### src/rtl/module_exec_ctrl.sv
// ============================================================================
// module_exec_ctrl : four-state instruction controller driving an external
//                    sign-magnitude ALU from an 8 x 16-bit register file.
// Revision 1.0
// ============================================================================
`default_nettype none

module module_exec_ctrl (
  input  logic        clk,
  input  logic        rst_n,
  input  logic        instr_valid,
  output logic        instr_ready,
  input  logic [15:0] instr,
  output logic [15:0] alu_a,
  output logic [15:0] alu_b,
  output logic [2:0]  alu_op,
  input  logic [15:0] alu_result,
  output logic [15:0] disp_value,
  output logic        disp_valid,
  output logic        done,
  output logic        busy
);

  localparam logic [1:0] S_IDLE  = 2'd0;
  localparam logic [1:0] S_READ  = 2'd1;
  localparam logic [1:0] S_EXEC  = 2'd2;
  localparam logic [1:0] S_WRITE = 2'd3;

  localparam logic [2:0] OP_LOAD    = 3'd0;
  localparam logic [2:0] OP_ADD     = 3'd1;
  localparam logic [2:0] OP_ADDI    = 3'd2;
  localparam logic [2:0] OP_SUB     = 3'd3;
  localparam logic [2:0] OP_SUBI    = 3'd4;
  localparam logic [2:0] OP_MUL     = 3'd5;
  localparam logic [2:0] OP_CLEAR   = 3'd6;
  localparam logic [2:0] OP_DISPLAY = 3'd7;

  logic [1:0]  r_state;
  logic [15:0] r_instr;
  logic [15:0] r_rf [8];
  logic [15:0] r_alu_a;
  logic [15:0] r_alu_b;
  logic [2:0]  r_alu_op;
  logic [15:0] r_result;
  logic [15:0] r_disp_value;

  logic [2:0]  w_op;
  logic [2:0]  w_rd;
  logic [2:0]  w_rs1;
  logic [2:0]  w_rs2;
  logic [6:0]  w_imm;
  logic [15:0] w_imm16;
  logic        w_uses_alu;

  assign w_op  = r_instr[15:13];
  assign w_rd  = r_instr[12:10];
  assign w_rs1 = r_instr[9:7];
  assign w_imm = r_instr[6:0];
  assign w_rs2 = w_imm[2:0];

  // A negative-zero immediate collapses to plain zero.
  assign w_imm16    = (w_imm[5:0] == 6'd0) ? 16'h0000 : {w_imm[6], 9'b0, w_imm[5:0]};
  assign w_uses_alu = (w_op >= OP_ADD) && (w_op <= OP_MUL);

  always_ff @(posedge clk or negedge rst_n) begin
    if (!rst_n) begin
      r_state      <= S_IDLE;
      r_instr      <= 16'h0000;
      r_alu_a      <= 16'h0000;
      r_alu_b      <= 16'h0000;
      r_alu_op     <= 3'd0;
      r_result     <= 16'h0000;
      r_disp_value <= 16'h0000;
      for (int i = 0; i < 8; i++) r_rf[i] <= 16'h0000;
    end else begin
      case (r_state)
        S_IDLE: begin
          if (instr_valid) begin
            r_instr <= instr;
            r_state <= S_READ;
          end
        end
        S_READ: begin
          r_alu_op <= w_op;
          r_alu_a  <= r_rf[w_rs1];
          case (w_op)
            OP_ADD, OP_SUB, OP_MUL: r_alu_b <= r_rf[w_rs2];
            OP_ADDI, OP_SUBI:       r_alu_b <= w_imm16;
            default:                r_alu_b <= 16'h0000;
          endcase
          r_state <= S_EXEC;
        end
        S_EXEC: begin
          if (w_uses_alu) r_result <= alu_result;
          // Display value lands together with the pulse asserted in WRITE.
          if (w_op == OP_DISPLAY) r_disp_value <= r_rf[w_rd];
          r_state <= S_WRITE;
        end
        default: begin
          case (w_op)
            OP_LOAD:    r_rf[w_rd] <= w_imm16;
            OP_CLEAR:   for (int i = 0; i < 8; i++) r_rf[i] <= 16'h0000;
            OP_DISPLAY: ;
            default:    r_rf[w_rd] <= r_result;
          endcase
          r_state <= S_IDLE;
        end
      endcase
    end
  end

  assign instr_ready = (r_state == S_IDLE);
  assign busy        = (r_state != S_IDLE);
  assign done        = (r_state == S_WRITE);
  assign disp_valid  = (r_state == S_WRITE) && (w_op == OP_DISPLAY);
  assign alu_a       = r_alu_a;
  assign alu_b       = r_alu_b;
  assign alu_op      = r_alu_op;
  assign disp_value  = r_disp_value;

endmodule

`default_nettype wire

### config.mk
export PLATFORM = sky130hd
export DESIGN_NAME = module_exec_ctrl
export DESIGN_NICKNAME = d
export VERILOG_FILES = /design/src/rtl/module_exec_ctrl.sv
export SDC_FILE = /design/constraint.sdc
export NUM_CORES = 1
export LEC_CHECK = 0
export BUFFER_PORTS_ARGS = -buffer_cell sky130_fd_sc_hd__buf_2
export CORE_MARGIN = 10
export CORE_UTILIZATION = 52
export CTS_BUF_LIST = sky130_fd_sc_hd__clkbuf_8
export CTS_CLUSTER_SIZE = 16
export DETAILED_ROUTE_END_ITERATION = 10
export GPL_TIMING_DRIVEN = 0
export PLACE_DENSITY = 0.82
export RECOVER_POWER = 50
export SYNTH_ARGS = -nofsm -noshare
export SYNTH_HDL_FRONTEND = slang
export SYNTH_SLANG_ARGS = --single-unit
### constraint.sdc
create_clock -name clk -period 2.58 [get_ports clk]
set_input_delay 0.258 -clock clk [delete_from_list [all_inputs] [get_ports clk]]
set_output_delay 0.258 -clock clk [all_outputs]
set_load 0.01 [all_outputs]
Word level (Yosys, flattened, before mapping) --
Cells that the tools add are included.
Word-level totals: logic and storage cells 69, bits in registers 213
Operators by class: muxes and demuxes 18, $lt $le $gt $ge 6, bitwise logic cells 5, eq/ne operators 11, reduce and logical (&&, ||, !) cells 14
Operator list (number):
- $pmux W128 S3 | 1
- $bwmux W128 | 2
- $bmux W16 S3 | 3
- $mux W16 | 8
- $demux W16 S3 | 1
- $pmux W16 S2 | 1
- $eq A3 B3 Y1 const B | 4
- $ge A4 B4 Y1 const B | 3
- $not A3 Y4 | 3
- $reduce_and A2 Y1 | 4
- $eq A3 B2 Y1 const B | 2
- $logic_not A6 Y1 | 1
- $pmux W2 S3 | 1
- $reduce_or A3 Y1 | 2
- $eq A2 B2 Y1 const B | 2
- $lt A4 B1 Y1 const B | 1
- $eq A3 B1 Y1 const B | 1
- $ge A3 B1 Y1 const B | 1
- $le A3 B3 Y1 const B | 1
- $logic_and A1 B1 Y1 | 3
- $logic_not A3 Y1 | 1
- $eq A2 B1 Y1 const B | 1
- $logic_not A2 Y1 | 1
- $mux W2 | 1
- 4 further kinds | 5

Logic depth before layout (Yosys ltp) --
depth in word-level cells 7, mapped depth 8, depth with buffers taken out 5

Worst setup path before layout --
OpenSTA, ideal clock, no wires.
path type reg-to-reg, start register r_state[0], end register with a tool-made name, arrival time 1.800 ns, library setup time 0.067 ns, cell stages (with the launch flop) 7, required time 2.513 ns, path slack 0.713 ns, cell sequence dfrtp_1 -> ha_1 -> and4b_1 -> buf_2 -> a41oi_1 -> buf_2 -> a22o_1
RTL lines:
- start, declared | line 38 | logic [1:0] r_state;
- start signal, assigned | line 67 | r_state <= S_IDLE;
- start signal, assigned | line 80 | r_state <= S_READ;
- start signal, assigned | line 91 | r_state <= S_EXEC;

Final worst setup path --
start register r_instr[8], end register r_alu_a[11] (netlist: alu_a[11])
Between the ends: word-level cells in the longest chain between the ends 4
Ends and longest elaborated chain:
- start, declared | line 39 | logic [15:0] r_instr;
- start signal, assigned | line 79 | r_instr <= instr;
- $not A3 Y4 (implied by the code) | line 85 | r_alu_a <= r_rf[w_rs1];
- $bmux W16 S3 | line 85
- $mux W16 (implied by the code) (2 in series) | line 85
- end signal, assigned | line 85
- end, declared | line 41 | logic [15:0] r_alu_a;
No other way between the ends. The select of a mux whose other input is x is not followed. A chain may end at the register's enable or synchronous reset.

==> flow_summary.toml <==
[synth]
synthesis.nets = 930
yosysUniqueCellTypes = 50
syn_area_per_cell_um2 = 12.4
synth_cells = 890
ys_warn_count = 0
synth_ff_type = "dfrtp_1"
synth_area_mm2 = 0.0110
async_flop_share_pct = 100
synth-edff-count = 0
seq_area_frac_synth_pct = 48.3
ys_ff_latch = 213

[die]
fp.dieArea_mm2 = 0.0275
die_height_um = 166
core-area_mm2 = 0.0210
rows = 53
io_pins = 90
start_util_pct = 52.7
die_x_um = 166

[final_layout]
final_common_cell = "dfrtp_1"
antenna_cells = 0
design_area_mm2 = 0.0129
syn_to_final_growth_pct = 16.6
final_cell_mix = "dfrtp_1 (213), nand2_1 (91), buf_2 (75)"
final.fill_count = 1727
drive_above_1_share_pct = 25.1
nNetsFinal = 1093

[placement]
routabilityCongestion = 1.02
place_area_mm2 = 0.0119
io_buffer_count = 89
dp_hpwl_um = 25100

[sta]
skew_ns = 0.0281
hold_viol = 0
final.setup.tns_ns = 0
worst_slew_pin_slew_ns = 1.36
setup_viol = 0
drv_slew = 0
maxSlewHeadroom_pct = 9.56
max_freq_mhz = 389
min_period_ns = 2.57
period_share_pct = 99.7
rsz0062_at_grt = "no"

[pwr]
p_per_area_mw_per_mm2 = 1410
p_leak_nw = 5.61
ir_worst_vdd_mv = 0.735

[route]
vias = 9299
wl_per_cell_um = 27.5
drc = 0
drt_first_iter_violations = 1400
first_pass_iters = 6
drt_wl_total_um = 37100
vias_per_cell = 6.89
antenna_left = 0

[global_route]
grt_pass1_vias = 9416
grt_overflow_total = 0
grt_max_degree = 83
grt_pass1_wl_um = 56600
antenna_found_initial = 0
grtUsageTotal_pct = 26.0

[worst_setup_path]
cp-start-kind = "register"
worstPathRequired_ns = 2.98
path_delay_family = "buffers and inverters"
endpoint_kind = "register"
crit_slowest_cell = "buf_2"
worstPathMaxFanout = 10
cpMostUsedCell = "buf_2"
rrSetupSlack_ns = 0.008
worst-path-buf-inv = 3
critPathKind = "register to register"
slowest_delay_ns = 0.49
crit_arrival_ns = 2.97
path_cells = "buf_2 > buf_2 > buf_2 > mux4_2 > mux2i_1 > a21oi_1"

[clocking]
clock_latency_ns = 0.55
cts-root-buf = "clkbuf_8"
cts_sinks = 213
clk_pin_slew_ns = 0.06
cts.path.max_buffers = 3
cts_made_buffers = 36
htreeDepth = 2
cts_tree = "yes"

[flow_run]
drv_cap = 0

[min_path]
min_path_type = "primary input to register"

[run_status]
status = "finished, final reports clean"
==> power breakdown <==
| group | leakage (nW) | internal (mW) | switching, mW | total (mW) |
|---|---|---|---|---|
| registers | 2.77 | 4.76 | 1.27 | 6.03 |
| logic | 2.43 | 3.72 | 5.41 | 9.12 |
| clock network | 0.406 | 1.61 | 1.36 | 2.97 |
| total | 5.61 | 10.1 | 8.03 | 18.1 |
==> worst reg2reg max path: stages, from the launching register on <==
cell     delay (ns)
dfrtp_1        0.32
buf_2          0.29
buf_2          0.47
buf_2          0.50
mux4_2         0.38
mux2i_1        0.36
a21oi_1        0.12
==> metrics by stage <==
| stage | utilization (%) | total power, mW | hold slack [ns] | cells | setup slack [ns] |
|---|---|---|---|---|---|
| floorplan | - | 11.7 | -0.0376 | 890 | 0.713 |
| global route | 61.4 | 18.9 | 0.00520 | 1350 | 0.00765 |
| CTS | 61.6 | 17.9 | 0.00322 | 1347 | 0.00438 |
| finish | 61.4 | 18.1 | 0.000513 | 1350 | 0.00821 |
| detailed placement | 56.8 | 14.8 | 0.194 | 1256 | -0.0792 |
| global placement | 56.5 | 14.5 | 0.459 | 1254 | -2.29 |
==> what timing repair did <==
action	CTS	global route
gates resized for setup	4	9
cloned	0	0
setup buffers	0	3
endpoints found under the setup margin	14	52
hold buffers	31	0
endpoints found under the hold margin	81	0
pin swaps	0	3
==> cells in the mapped netlist (2+ instances only) <==
master     instances  area (um2)
nor3_1             4        20.0
and3_1             3        18.8
a22oi_1           11        82.6
clkbuf_1          21        78.8
buf_4              3        22.5
a221oi_1           8        70.1
o2bb2ai_1         38         333
buf_1              5        18.8
nor2b_1            5        31.3
a21o_1             3        22.5
a41oi_2            5        81.3
o22ai_1            2        12.5
a31oi_1            2        12.5
mux2_2            46         518
a21oi_1           20         100
a22o_1            58         508
o221ai_1           6        52.6
ha_1               5        62.6
o211ai_1           4        30.0
inv_1             14        52.6
mux4_2            72        1620
nand3b_1           6        45.0
a41oi_1            2        17.5
buf_2             39         195
nand2b_1           5        31.3
a221o_1            7        70.1
dfrtp_1          213        5330
o21ai_0           71         355
nand2_1           91         342
and2_1             2        12.5
nand3_1           17        85.1
nand4_1            3        18.8
nor2_1            29         109
mux2i_1           54         541
==> worst paths after layout <==
kind                                       startpoint                          to  cells after the start
hold reg to reg            disp_value[10]$_DFFE_PN0P_  disp_value[10]$_DFFE_PN0P_                      1
setup / recovery               r_instr[8]$_DFFE_PN0P_       alu_a[11]$_DFFE_PN0N_                      6
max in group asynchronous                       rst_n   disp_value[9]$_DFFE_PN0P_                      4
min in group asynchronous                       rst_n  asynchronous set/reset pin                      2
setup reg to reg               r_instr[8]$_DFFE_PN0P_       alu_a[11]$_DFFE_PN0N_                      6
hold / removal                               instr[9]      r_instr[9]$_DFFE_PN0P_                      2
==> per-layer routing <==
layer / up-vias / GRT usage, % / routed length, um
li1: 3772 / - / -
met1: 4579 / 32.6 / 13800
met2: 776 / 37.2 / 15900
met3: 170 / 11.3 / 5250
met4: 2 / 14.2 / 2050
met5: - / 0 / 24
==> cell type report <==
cell class / instances / area (um2) / area share, %
timing repair buffer: 125 / 757 / 5.88
clock inverter: 13 / 50.0 / 0.389
sequential: 213 / 5330 / 41.4
buffer: 68 / 323 / 2.51
tap: 275 / 344 / 2.67
multi-input combinational: 594 / 5360 / 41.7
inverter: 15 / 56.3 / 0.437
clock buffer: 47 / 647 / 5.03
==> cells by family after synthesis <==
| group | count (synthesis) | synth area share (%) |
|---|---|---|
| compound gates | 243 | 16.2 |
| xor+xnor | 1 | 0.0793 |
| fa+ha+maj | 5 | 0.567 |
| buf+inv | 83 | 3.37 |
| flops | 213 | 48.3 |
| mux | 172 | 24.3 |
| simple gates | 173 | 7.20 |
Note: power is estimated with default switching activity, not from simulation.
